==> config.mk <==
export PLATFORM = sky130hd
export DESIGN_NAME = lstm_fwd_cell
export DESIGN_NICKNAME = d
export VERILOG_FILES = /design/src/rtl/lstm_pkg.sv /design/src/rtl/mult_2in.sv /design/src/rtl/tanh.sv /design/src/rtl/lstm_fwd_cell.sv
export SDC_FILE = /design/constraint.sdc
export NUM_CORES = 2
export LEC_CHECK = 0
export ABC_AREA = 1
export CORE_AREA = 2 2 309 311
export CTS_BUF_LIST = sky130_fd_sc_hd__clkbuf_8
export CTS_CLUSTER_SIZE = 30
export DETAILED_ROUTE_END_ITERATION = 8
export DIE_AREA = 0 0 311 313
export GPL_ROUTABILITY_DRIVEN = 0
export GPL_TIMING_DRIVEN = 1
export HOLD_SLACK_MARGIN = 0.1
export PLACE_DENSITY = 0.78
export SLEW_MARGIN = 40
export SYNTH_ARGS = -nofsm -noshare
export SYNTH_HDL_FRONTEND = slang
export SYNTH_SLANG_ARGS = --single-unit
export TNS_END_PERCENT = 30
==> constraint.sdc <==
create_clock -name clk -period 17.9 [get_ports clk]
set_input_delay 3.58 -clock clk [delete_from_list [all_inputs] [get_ports clk]]
set_output_delay 3.58 -clock clk [all_outputs]
set_load 0.02 [all_outputs]
==> src/rtl/lstm_pkg.sv <==
// Shared definitions for the LSTM forward cell: Q8.24 constants and FSM encoding.
package lstm_pkg;

    localparam int WIDTH_DEF = 32;
    localparam int FRAC_DEF  = 24;

    localparam logic [31:0] FX_ONE  = 32'h0100_0000;
    localparam logic [31:0] FX_ZERO = 32'h0000_0000;

    localparam logic [2:0] ST_IDLE   = 3'd0;
    localparam logic [2:0] ST_MUL_AI = 3'd1;
    localparam logic [2:0] ST_MUL_FS = 3'd2;
    localparam logic [2:0] ST_ADD    = 3'd3;
    localparam logic [2:0] ST_TANH   = 3'd4;
    localparam logic [2:0] ST_MUL_OH = 3'd5;
    localparam logic [2:0] ST_DONE   = 3'd6;

    typedef enum logic [2:0] {
        IDLE   = ST_IDLE,
        MUL_AI = ST_MUL_AI,
        MUL_FS = ST_MUL_FS,
        ADD    = ST_ADD,
        TANH   = ST_TANH,
        MUL_OH = ST_MUL_OH,
        DONE   = ST_DONE
    } lstm_state_e;

endpackage

==> src/rtl/mult_2in.sv <==
// Signed fixed-point multiplier: full double-width product, truncated back to
// WIDTH bits by dropping FRAC fraction bits and the overflowing top bits.
module mult_2in #(
    parameter int WIDTH = 32,
    parameter int FRAC  = 24
) (
    input  logic signed [WIDTH-1:0] a_i,
    input  logic signed [WIDTH-1:0] b_i,
    output logic signed [WIDTH-1:0] p_o
);

    // Sign-extend both operands, multiply, arithmetic-shift out the fraction, keep WIDTH bits.
    assign p_o = WIDTH'(((2*WIDTH)'(a_i) * (2*WIDTH)'(b_i)) >>> FRAC);

endmodule

==> src/rtl/tanh.sv <==
// Piecewise-linear tanh approximation in signed fixed point.
// Segments on |x|: [0,0.5) -> x, [0.5,1) -> x/2+0.25, [1,2) -> x/4+0.5, >=2 -> 1.0.
// The curve is odd-symmetric, so the sign is stripped first and restored at the end.
module tanh #(
    parameter int WIDTH = 32,
    parameter int FRAC  = 24
) (
    input  logic [WIDTH-1:0] x_i,
    output logic [WIDTH-1:0] y_o
);

    localparam logic [WIDTH-1:0] LSB  = {{(WIDTH-1){1'b0}}, 1'b1};
    localparam logic [WIDTH-1:0] ONE  = LSB << FRAC;
    localparam logic [WIDTH-1:0] HALF = ONE >> 1;
    localparam logic [WIDTH-1:0] QTR  = ONE >> 2;
    localparam logic [WIDTH-1:0] TWO  = ONE << 1;

    logic             neg_s;
    logic [WIDTH-1:0] mag_s;
    logic [WIDTH-1:0] ymag_s;

    // Magnitude as unsigned; the most negative input maps to 2^(WIDTH-1), which saturates.
    always_comb begin
        neg_s = x_i[WIDTH-1];
        if (neg_s) begin
            mag_s = ~x_i + LSB;
        end else begin
            mag_s = x_i;
        end
    end

    // Segment selection on the magnitude.
    always_comb begin
        if (mag_s < HALF) begin
            ymag_s = mag_s;
        end else if (mag_s < ONE) begin
            ymag_s = (mag_s >> 1) + QTR;
        end else if (mag_s < TWO) begin
            ymag_s = (mag_s >> 2) + HALF;
        end else begin
            ymag_s = ONE;
        end
    end

    // Restore the sign.
    always_comb begin
        if (neg_s) begin
            y_o = ~ymag_s + LSB;
        end else begin
            y_o = ymag_s;
        end
    end

endmodule

==> src/rtl/lstm_fwd_cell.sv <==
// Forward LSTM cell for one hidden unit: state = at*it + ft*state_prev,
// h = ot*tanh(state). One shared multiplier, sequenced by a 7-state FSM;
// one result every 7 cycles with a start/done handshake.
module lstm_fwd_cell
    import lstm_pkg::*;
#(
    parameter int WIDTH = 32,
    parameter int FRAC  = 24
) (
    input  logic             clk,
    input  logic             rst,
    input  logic             i_start,
    input  logic [WIDTH-1:0] at,
    input  logic [WIDTH-1:0] it,
    input  logic [WIDTH-1:0] ft,
    input  logic [WIDTH-1:0] ot,
    input  logic [WIDTH-1:0] state_prev,
    output logic             o_busy,
    output logic             o_done,
    output logic [WIDTH-1:0] o_state,
    output logic [WIDTH-1:0] o_h
);

    lstm_state_e state_q, state_d;

    logic [WIDTH-1:0] at_q, it_q, ft_q, ot_q, sp_q;
    logic [WIDTH-1:0] p1_q, p2_q, cell_q, th_q, h_q;
    logic             busy_q, done_q;

    logic [WIDTH-1:0] mul_a_s, mul_b_s, mul_p_s;
    logic [WIDTH-1:0] th_s;

    mult_2in #(.WIDTH(WIDTH), .FRAC(FRAC)) u_mult (
        .a_i (mul_a_s),
        .b_i (mul_b_s),
        .p_o (mul_p_s)
    );

    tanh #(.WIDTH(WIDTH), .FRAC(FRAC)) u_tanh (
        .x_i (cell_q),
        .y_o (th_s)
    );

    // FSM state register.
    always_ff @(posedge clk) begin
        if (rst) begin
            state_q <= IDLE;
        end else begin
            state_q <= state_d;
        end
    end

    // Next-state logic: a fixed walk through the schedule once started.
    always_comb begin
        state_d = state_q;
        case (state_q)
            IDLE: begin
                if (i_start) begin
                    state_d = MUL_AI;
                end else begin
                    state_d = IDLE;
                end
            end
            MUL_AI:  state_d = MUL_FS;
            MUL_FS:  state_d = ADD;
            ADD:     state_d = TANH;
            TANH:    state_d = MUL_OH;
            MUL_OH:  state_d = DONE;
            DONE:    state_d = IDLE;
            default: state_d = IDLE;
        endcase
    end

    // Operand select for the shared multiplier, driven by the current step.
    always_comb begin
        mul_a_s = FX_ZERO[WIDTH-1:0];
        mul_b_s = FX_ZERO[WIDTH-1:0];
        case (state_q)
            MUL_AI: begin
                mul_a_s = at_q;
                mul_b_s = it_q;
            end
            MUL_FS: begin
                mul_a_s = ft_q;
                mul_b_s = sp_q;
            end
            MUL_OH: begin
                mul_a_s = ot_q;
                mul_b_s = th_q;
            end
            default: begin
                mul_a_s = FX_ZERO[WIDTH-1:0];
                mul_b_s = FX_ZERO[WIDTH-1:0];
            end
        endcase
    end

    // Datapath registers: operand capture at start, then one result per step.
    always_ff @(posedge clk) begin
        if (rst) begin
            at_q   <= '0;
            it_q   <= '0;
            ft_q   <= '0;
            ot_q   <= '0;
            sp_q   <= '0;
            p1_q   <= '0;
            p2_q   <= '0;
            cell_q <= '0;
            th_q   <= '0;
            h_q    <= '0;
        end else begin
            case (state_q)
                IDLE: begin
                    if (i_start) begin
                        at_q <= at;
                        it_q <= it;
                        ft_q <= ft;
                        ot_q <= ot;
                        sp_q <= state_prev;
                    end
                end
                MUL_AI:  p1_q   <= mul_p_s;
                MUL_FS:  p2_q   <= mul_p_s;
                ADD:     cell_q <= p1_q + p2_q;
                TANH:    th_q   <= th_s;
                MUL_OH:  h_q    <= mul_p_s;
                default: begin
                end
            endcase
        end
    end

    // Handshake flags registered from the next state so they line up with it.
    always_ff @(posedge clk) begin
        if (rst) begin
            busy_q <= 1'b0;
            done_q <= 1'b0;
        end else begin
            busy_q <= (state_d != IDLE);
            done_q <= (state_d == DONE);
        end
    end

    assign o_busy  = busy_q;
    assign o_done  = done_q;
    assign o_state = cell_q;
    assign o_h     = h_q;

endmodule

=== Yosys cells after proc, flatten, opt, wreduce, memory -nomap -nowiden ===
Index checks and enable logic that the tools add are counted.

* Multiply operators: 1
* $add $sub $neg: 5
* Multiplexer cells: 9
* Reductions and logical operators: 3
* Magnitude comparators: 3
* Bitwise logic cells: 2
* Eq/ne operators: 6

{| class="wikitable"
|+ Operator list
! operator !! number
|-
| case mux 32 bit (3 select lines) || 2
|-
| two-way mux 32 bit || 5
|-
| adder 32 x 1 -> 32 bit (second input constant) || 2
|-
| NOT 32 bit || 2
|-
| multiplier 32 x 32 -> 56 bit || 1
|-
| adder 31 x 23 -> 32 bit (second input constant) || 1
|-
| adder 32 bit || 1
|-
| < comparator 32 x 24 -> 1 bit (second input constant) || 1
|-
| < comparator 32 x 25 -> 1 bit (second input constant) || 1
|-
| < comparator 32 x 26 -> 1 bit (second input constant) || 1
|-
| adder 30 x 24 -> 31 bit (second input constant) || 1
|-
| case mux 3 bit (6 select lines) || 1
|-
| == test 3 bit (second input constant) || 3
|-
| == test 3 x 2 -> 1 bit (second input constant) || 2
|-
| == test 3 x 1 -> 1 bit (second input constant) || 1
|-
| zero test 3 bit || 1
|-
| nonzero test 3 bit || 1
|-
| AND reduction 2 bit || 1
|-
| two-way mux 1 bit || 1
|}

* Logic and storage cells: 42
* Bits in registers: 325
* Input bits: 163
* Output and inout bits: 66

=== Depth between registers and ports, before layout ===
* Depth after elaboration: 10
* Mapped depth: 41
* Gate-level depth less buffers: 37

=== Modules after synthesis ===
A second synthesis with hierarchy kept.

* Cell total of the unflattened synthesis: 7183
* Area, all modules: 52123.7 µm²

{| class="wikitable"
|+ By module, submodules not included
! module !! cells each !! times used !! area each (µm²) !! sequential area each (µm²)
|-
| mult_2in || 4448 || 1 || 34668.2 || 0.0
|-
| lstm_fwd_cell || 2176 || 1 || 14697.8 || 6506.2
|-
| tanh || 559 || 1 || 2757.6 || 0.0
|}

=== Least setup slack after synthesis ===
No wires, ideal clock.

* Path type: reg-to-reg
* From: register state_q[0]
* To: register h_q[30], in the netlist o_h[30]
* Arrival time: 7996 ps
* Slack: 9791 ps
* Buffers on the path: 4
* Data required time: 17786 ps
* Stages on the path, launching flop included: 38
* Clock period less this slack: 8109 ps
* Library setup time: 114 ps
* Cell sequence: dfxtp_1 > nand3_2 > inv_2 > buf_2 > buf_1 > clkbuf_1 > nand2_1 > nand3_1 > clkbuf_1 > nand2_1 > inv_1 > fa_1 > fa_1 > inv_1 > fa_1 > fa_1 > inv_1 > fa_1 > [... 2 more ...] > inv_1 > fa_1 > inv_1 > ha_1 > nand2_1 > nor2_1 > inv_1 > nor3_1 > inv_1 > nor4_1 > nand2_1 > o21ai_0 > nand3_1 > nand2_1 > a31oi_1 > xor2_1 > o21bai_1 > inv_1

* Word-level cells in the longest chain between the ends: 3
* Elaborated cells between the ends (all ways): 6
* Those cells by class: 1 x mul; 3 x eq/ne; 2 x mux

{| class="wikitable"
|+ RTL lines
! element !! RTL line !! RTL
|-
| start, declared || lstm_fwd_cell.sv:24 || <nowiki>lstm_state_e state_q, state_d;</nowiki>
|-
| start signal, assigned || lstm_fwd_cell.sv:49 || <nowiki>state_q <= state_d;</nowiki>
|-
| == test 3 bit, or another cell as far along || lstm_fwd_cell.sv:78, lstm_fwd_cell.sv:112 ||
|-
| case mux 32 bit (3 select lines) || lstm_fwd_cell.sv:78 || <nowiki>case (state_q)</nowiki>
|-
| multiplier 32 x 32 -> 56 bit || mult_2in.sv:13 || <nowiki>assign p_o = WIDTH'(((2*WIDTH)'(a_i) * (2*WIDTH)'(b_i)) >>> FRAC);</nowiki>
|-
| end signal, assigned || lstm_fwd_cell.sv:126 || <nowiki>MUL_OH: h_q <= mul_p_s;</nowiki>
|-
| end, declared || lstm_fwd_cell.sv:27 || <nowiki>logic [WIDTH-1:0] p1_q, p2_q, cell_q, th_q, h_q;</nowiki>
|}

Parallel ways exist; a longest one is shown, timed or not.
A chain may end at the register's enable or synchronous reset.

=== Final worst setup path ===
* From: register state_q[2]
* To: register p2_q[22]

* Word-level cells in the longest chain between the ends: 3
* Elaborated cells between the ends (all ways): 6
* Those cells by class: 1 x mul; 3 x eq/ne; 2 x mux

{| class="wikitable"
|+ RTL lines
! element !! RTL line !! RTL
|-
| == test 3 bit, or another cell as far along || lstm_fwd_cell.sv:78 ||
|-
| case mux 32 bit (3 select lines) || lstm_fwd_cell.sv:78 ||
|-
| multiplier 32 x 32 -> 56 bit || mult_2in.sv:13 ||
|-
| end signal, assigned || lstm_fwd_cell.sv:123 || <nowiki>MUL_FS: p2_q <= mul_p_s;</nowiki>
|-
| end, declared || lstm_fwd_cell.sv:27 ||
|}

Parallel ways exist; a longest one is shown, timed or not.

==> reports/results.ini <==
[global_route]
grt_use_met1_pct = 40.88
grt_pass1_vias = 45710
grt_usage_pct = 32.71
grt_overflow_total = 0
grt_busiest_layer = met2
grt_first_pass_wirelength_um = 248700
grtUsageMet2_pct = 52.62
antenna_found_initial = 2
met3_usage_pct = 8.628
grt_max_degree = 145

[cts]
hold_buffers = 0
postCtsSetupBuffers = 0
cts_resized = 0
cts_tree = yes
htreeDepth = 2
cts_root_buf = clkbuf_8
clkLatencyLatePin_ps = 660
cts.sink_count = 325
clkTransAtPathRegs_ps = 70
cts_max_path_buffers = 3
cts_buffers = 50

[timing]
min_period_ps = 10350
grt_setup_unrepaired = false
setup_violations = 0
worstMarginPinSlew_ps = 935.6
fmax_ghz = 0.09663
post-route-period-util_pct = 57.82
drv_slew = 0
fin_worst_skew_ps = 56.15
hold_viol_final = 0
slew_headroom_pct = 37.41
finalSetupTns_ps = 0

[critical_path]
r2r_slack_ps = 7550
path_buf_inv = 12
slowest_delay_ps = 710
worst_ep_required_time_ps = 18500
r2r-end = p2_q[22]
ff2ff_path_depth = 35
worstPathMaxFanout = 60
worstSetupEndpoint = p2_q[22]
critPathCaptureType = register
worstSetupStartpoint = state_q[2]
cp_data_arrival_time_ps = 10950
slowest_stage = buf_4
path_common_cell = inv_1
setup.worst_path.start_class = register
critPathKind = reg -> reg
cp_top_family = adder cells
cp.depth = 35
timing.rr.start = state_q[2]

[synthesis]
synthCells = 6757
netlist-cell-type-count = 58
netlist_area_um2 = 51210
yosys_register_bits = 325
synth-async-reset-ratio_pct = 0
synth_nets = 8109
avgSynthCellArea_um2 = 7.578
synthFlopType = dfxtp_1
ys_seq_area_share_pct = 12.71
synth_edf_count = 0
yosys_warnings = 0

[pwr]
p_int_uw = 1662
p_leak_uw = 0.03014
cellPowerDensity_nw_per_um2 = 57.12
p_seq_share_pct = 27.3
ir_drop_v = 0.00006385
comb_power_share_pct = 51.9
swShare_pct = 47.47
clkPwrFrac_pct = 20.8
p_switching_uw = 1502

[placed_design]
dp_cells = 7988
io_buffer_count = 228
dp_hpwl_um = 118500

[cells_and_area]
drive_above_1_share_pct = 3.671
multiInputGateArea_um2 = 37090
fillers = 8352
syn_to_final_growth_pct = 8.156
ff_latch_area_um2 = 6507
utilization_pct = 58.82
fin_cells = 8078
nets = 8127

[min_path]
min_path_type = reg -> reg

[floorplan]
fp-row-count = 113
core_um2 = 94160
die_w_um = 311
ios = 229
die_y_um = 313
start_util_pct = 54.38
die-area_um2 = 97340

[detailed_routing]
drcViolationCount = 0
vias = 44670
drt-pass1-iter-count = 8
drtIter0Drc = 4298
ant_nets = 0
routed_via_density = 5.530
routedWlPerCell_um = 19.43
wl_um = 157000

[run_status]
status = complete, no violations

[run]
cap_violations = 0

routing by layer:
metal  routed length [µm]  part of all wire [%]  up-vias
met4                 9848                   6.3        2
met5                   19                 0.012        -
met1                56760                    36    21590
li1                     -                     -    19800
met3                18500                    12      619
met2                71830                    46     2653
worst min-delay path: stages, from the launching register on:
cell,delay (ps)
dfxtp_1,320
nand2_1,60
a21oi_1,50
cells in the mapped netlist, types with 52 or more instances:
library cell	instances	share of area [%]
a21oi_1	190	1.9
ha_1	206	5.0
o21ai_0	333	3.3
nor2_1	529	3.9
nand2_1	1525	11
fa_1	983	38
inv_1	1663	12
o211ai_1	52	0.76
dfxtp_1	325	13
xor2_1	68	1.2
clkbuf_1	274	2.0
nand3_1	207	2.0
sequential cells by signal (all words and copies together) (netlist names):
| signal | count |
|---|---|
| p2_q | 32 |
| sp_q | 32 |
| p1_q | 32 |
| ot_q | 32 |
| o_busy | 1 |
| state_q | 3 |
| at_q | 32 |
| o_state | 32 |
| th_q | 32 |
| it_q | 32 |
| ft_q | 32 |
| o_done | 1 |
| o_h | 32 |
power by group through the flow:
stage | logic [µW] | clock network (µW) | registers (µW)
after floorplan | 1080 | 0 | 867
after global placement | 1550 | 0 | 874
after detailed placement | 1580 | 0 | 876
after CTS | 1590 | 664 | 861
after global routing | 1780 | 695 | 870
final | 1640 | 659 | 862
worst min-delay path by stage:
stage               slack, ps  depth (start not counted)     from       to
floorplan                 450                          2  th_q[1]  th_q[1]
global route              500                          2  th_q[1]  th_q[1]
CTS                       480                          2  th_q[1]  th_q[1]
detailed placement        470                          2  th_q[1]  th_q[1]
global placement          460                          2  th_q[1]  th_q[1]
finish                    480                          2  th_q[1]  th_q[1]
layout make-up:
cell class	count	share of cell area, %
Antenna cell	2	0.009037
Tap cell	1265	2.858
Clock inverter	23	0.2937
Multi-Input combinational cell	4421	66.97
Clock buffer	65	1.615
Sequential cell	325	11.75
Inverter	1678	11.40
Timing Repair Buffer	299	5.099
through the flow:
step / hold WS, ps / power [µW] / worst slack [ps] / area (µm²)
2_1_floorplan: 445.6 / 1951 / 9791 / 51210
5_1_grt: 497.3 / 3347 / 7076 / 55380
3_3_place_gp: 458.7 / 2427 / 7817 / 54270
6_report: 479.3 / 3164 / 7551 / 55380
4_1_cts: 478.7 / 3119 / 7770 / 55370
3_5_place_dp: 467.7 / 2454 / 7800 / 54310
cells in the final DEF (no fill, tap or decap), drive strengths merged, types with 20 or more instances in the layout:
cell / synthesis / routed
fa: 983 / 983
o21a: 35 / 35
nor2: 547 / 547
xnor2: 30 / 30
xor2: 69 / 69
buf: 59 / 71
ha: 206 / 206
o21bai: 41 / 41
o211ai: 52 / 52
dfxtp: 325 / 325
nor3: 20 / 20
clkdlybuf4s50: 0 / 227
nand3: 220 / 220
inv: 1675 / 1690
a21oi: 194 / 194
nand2: 1551 / 1551
o21ai: 339 / 339
clkbuf: 274 / 66
nand4: 42 / 42
cells by family (layout without fill, tap and decap cells):
logic type / Yosys count / in the layout / share of synthesized area (%)
AOI/OAI and AO/OA: 716 / 716 / 7.932
xor gates and xnor gates: 99 / 99 / 1.730
adders and majority gates: 1189 / 1189 / 43.46
buffers and inverters: 2011 / 2065 / 14.96
DFF: 325 / 325 / 12.71
other: 0 / 2 / 0
and+or+nand+nor: 2417 / 2417 / 19.20
Note: power is estimated with default switching activity, not from simulation.
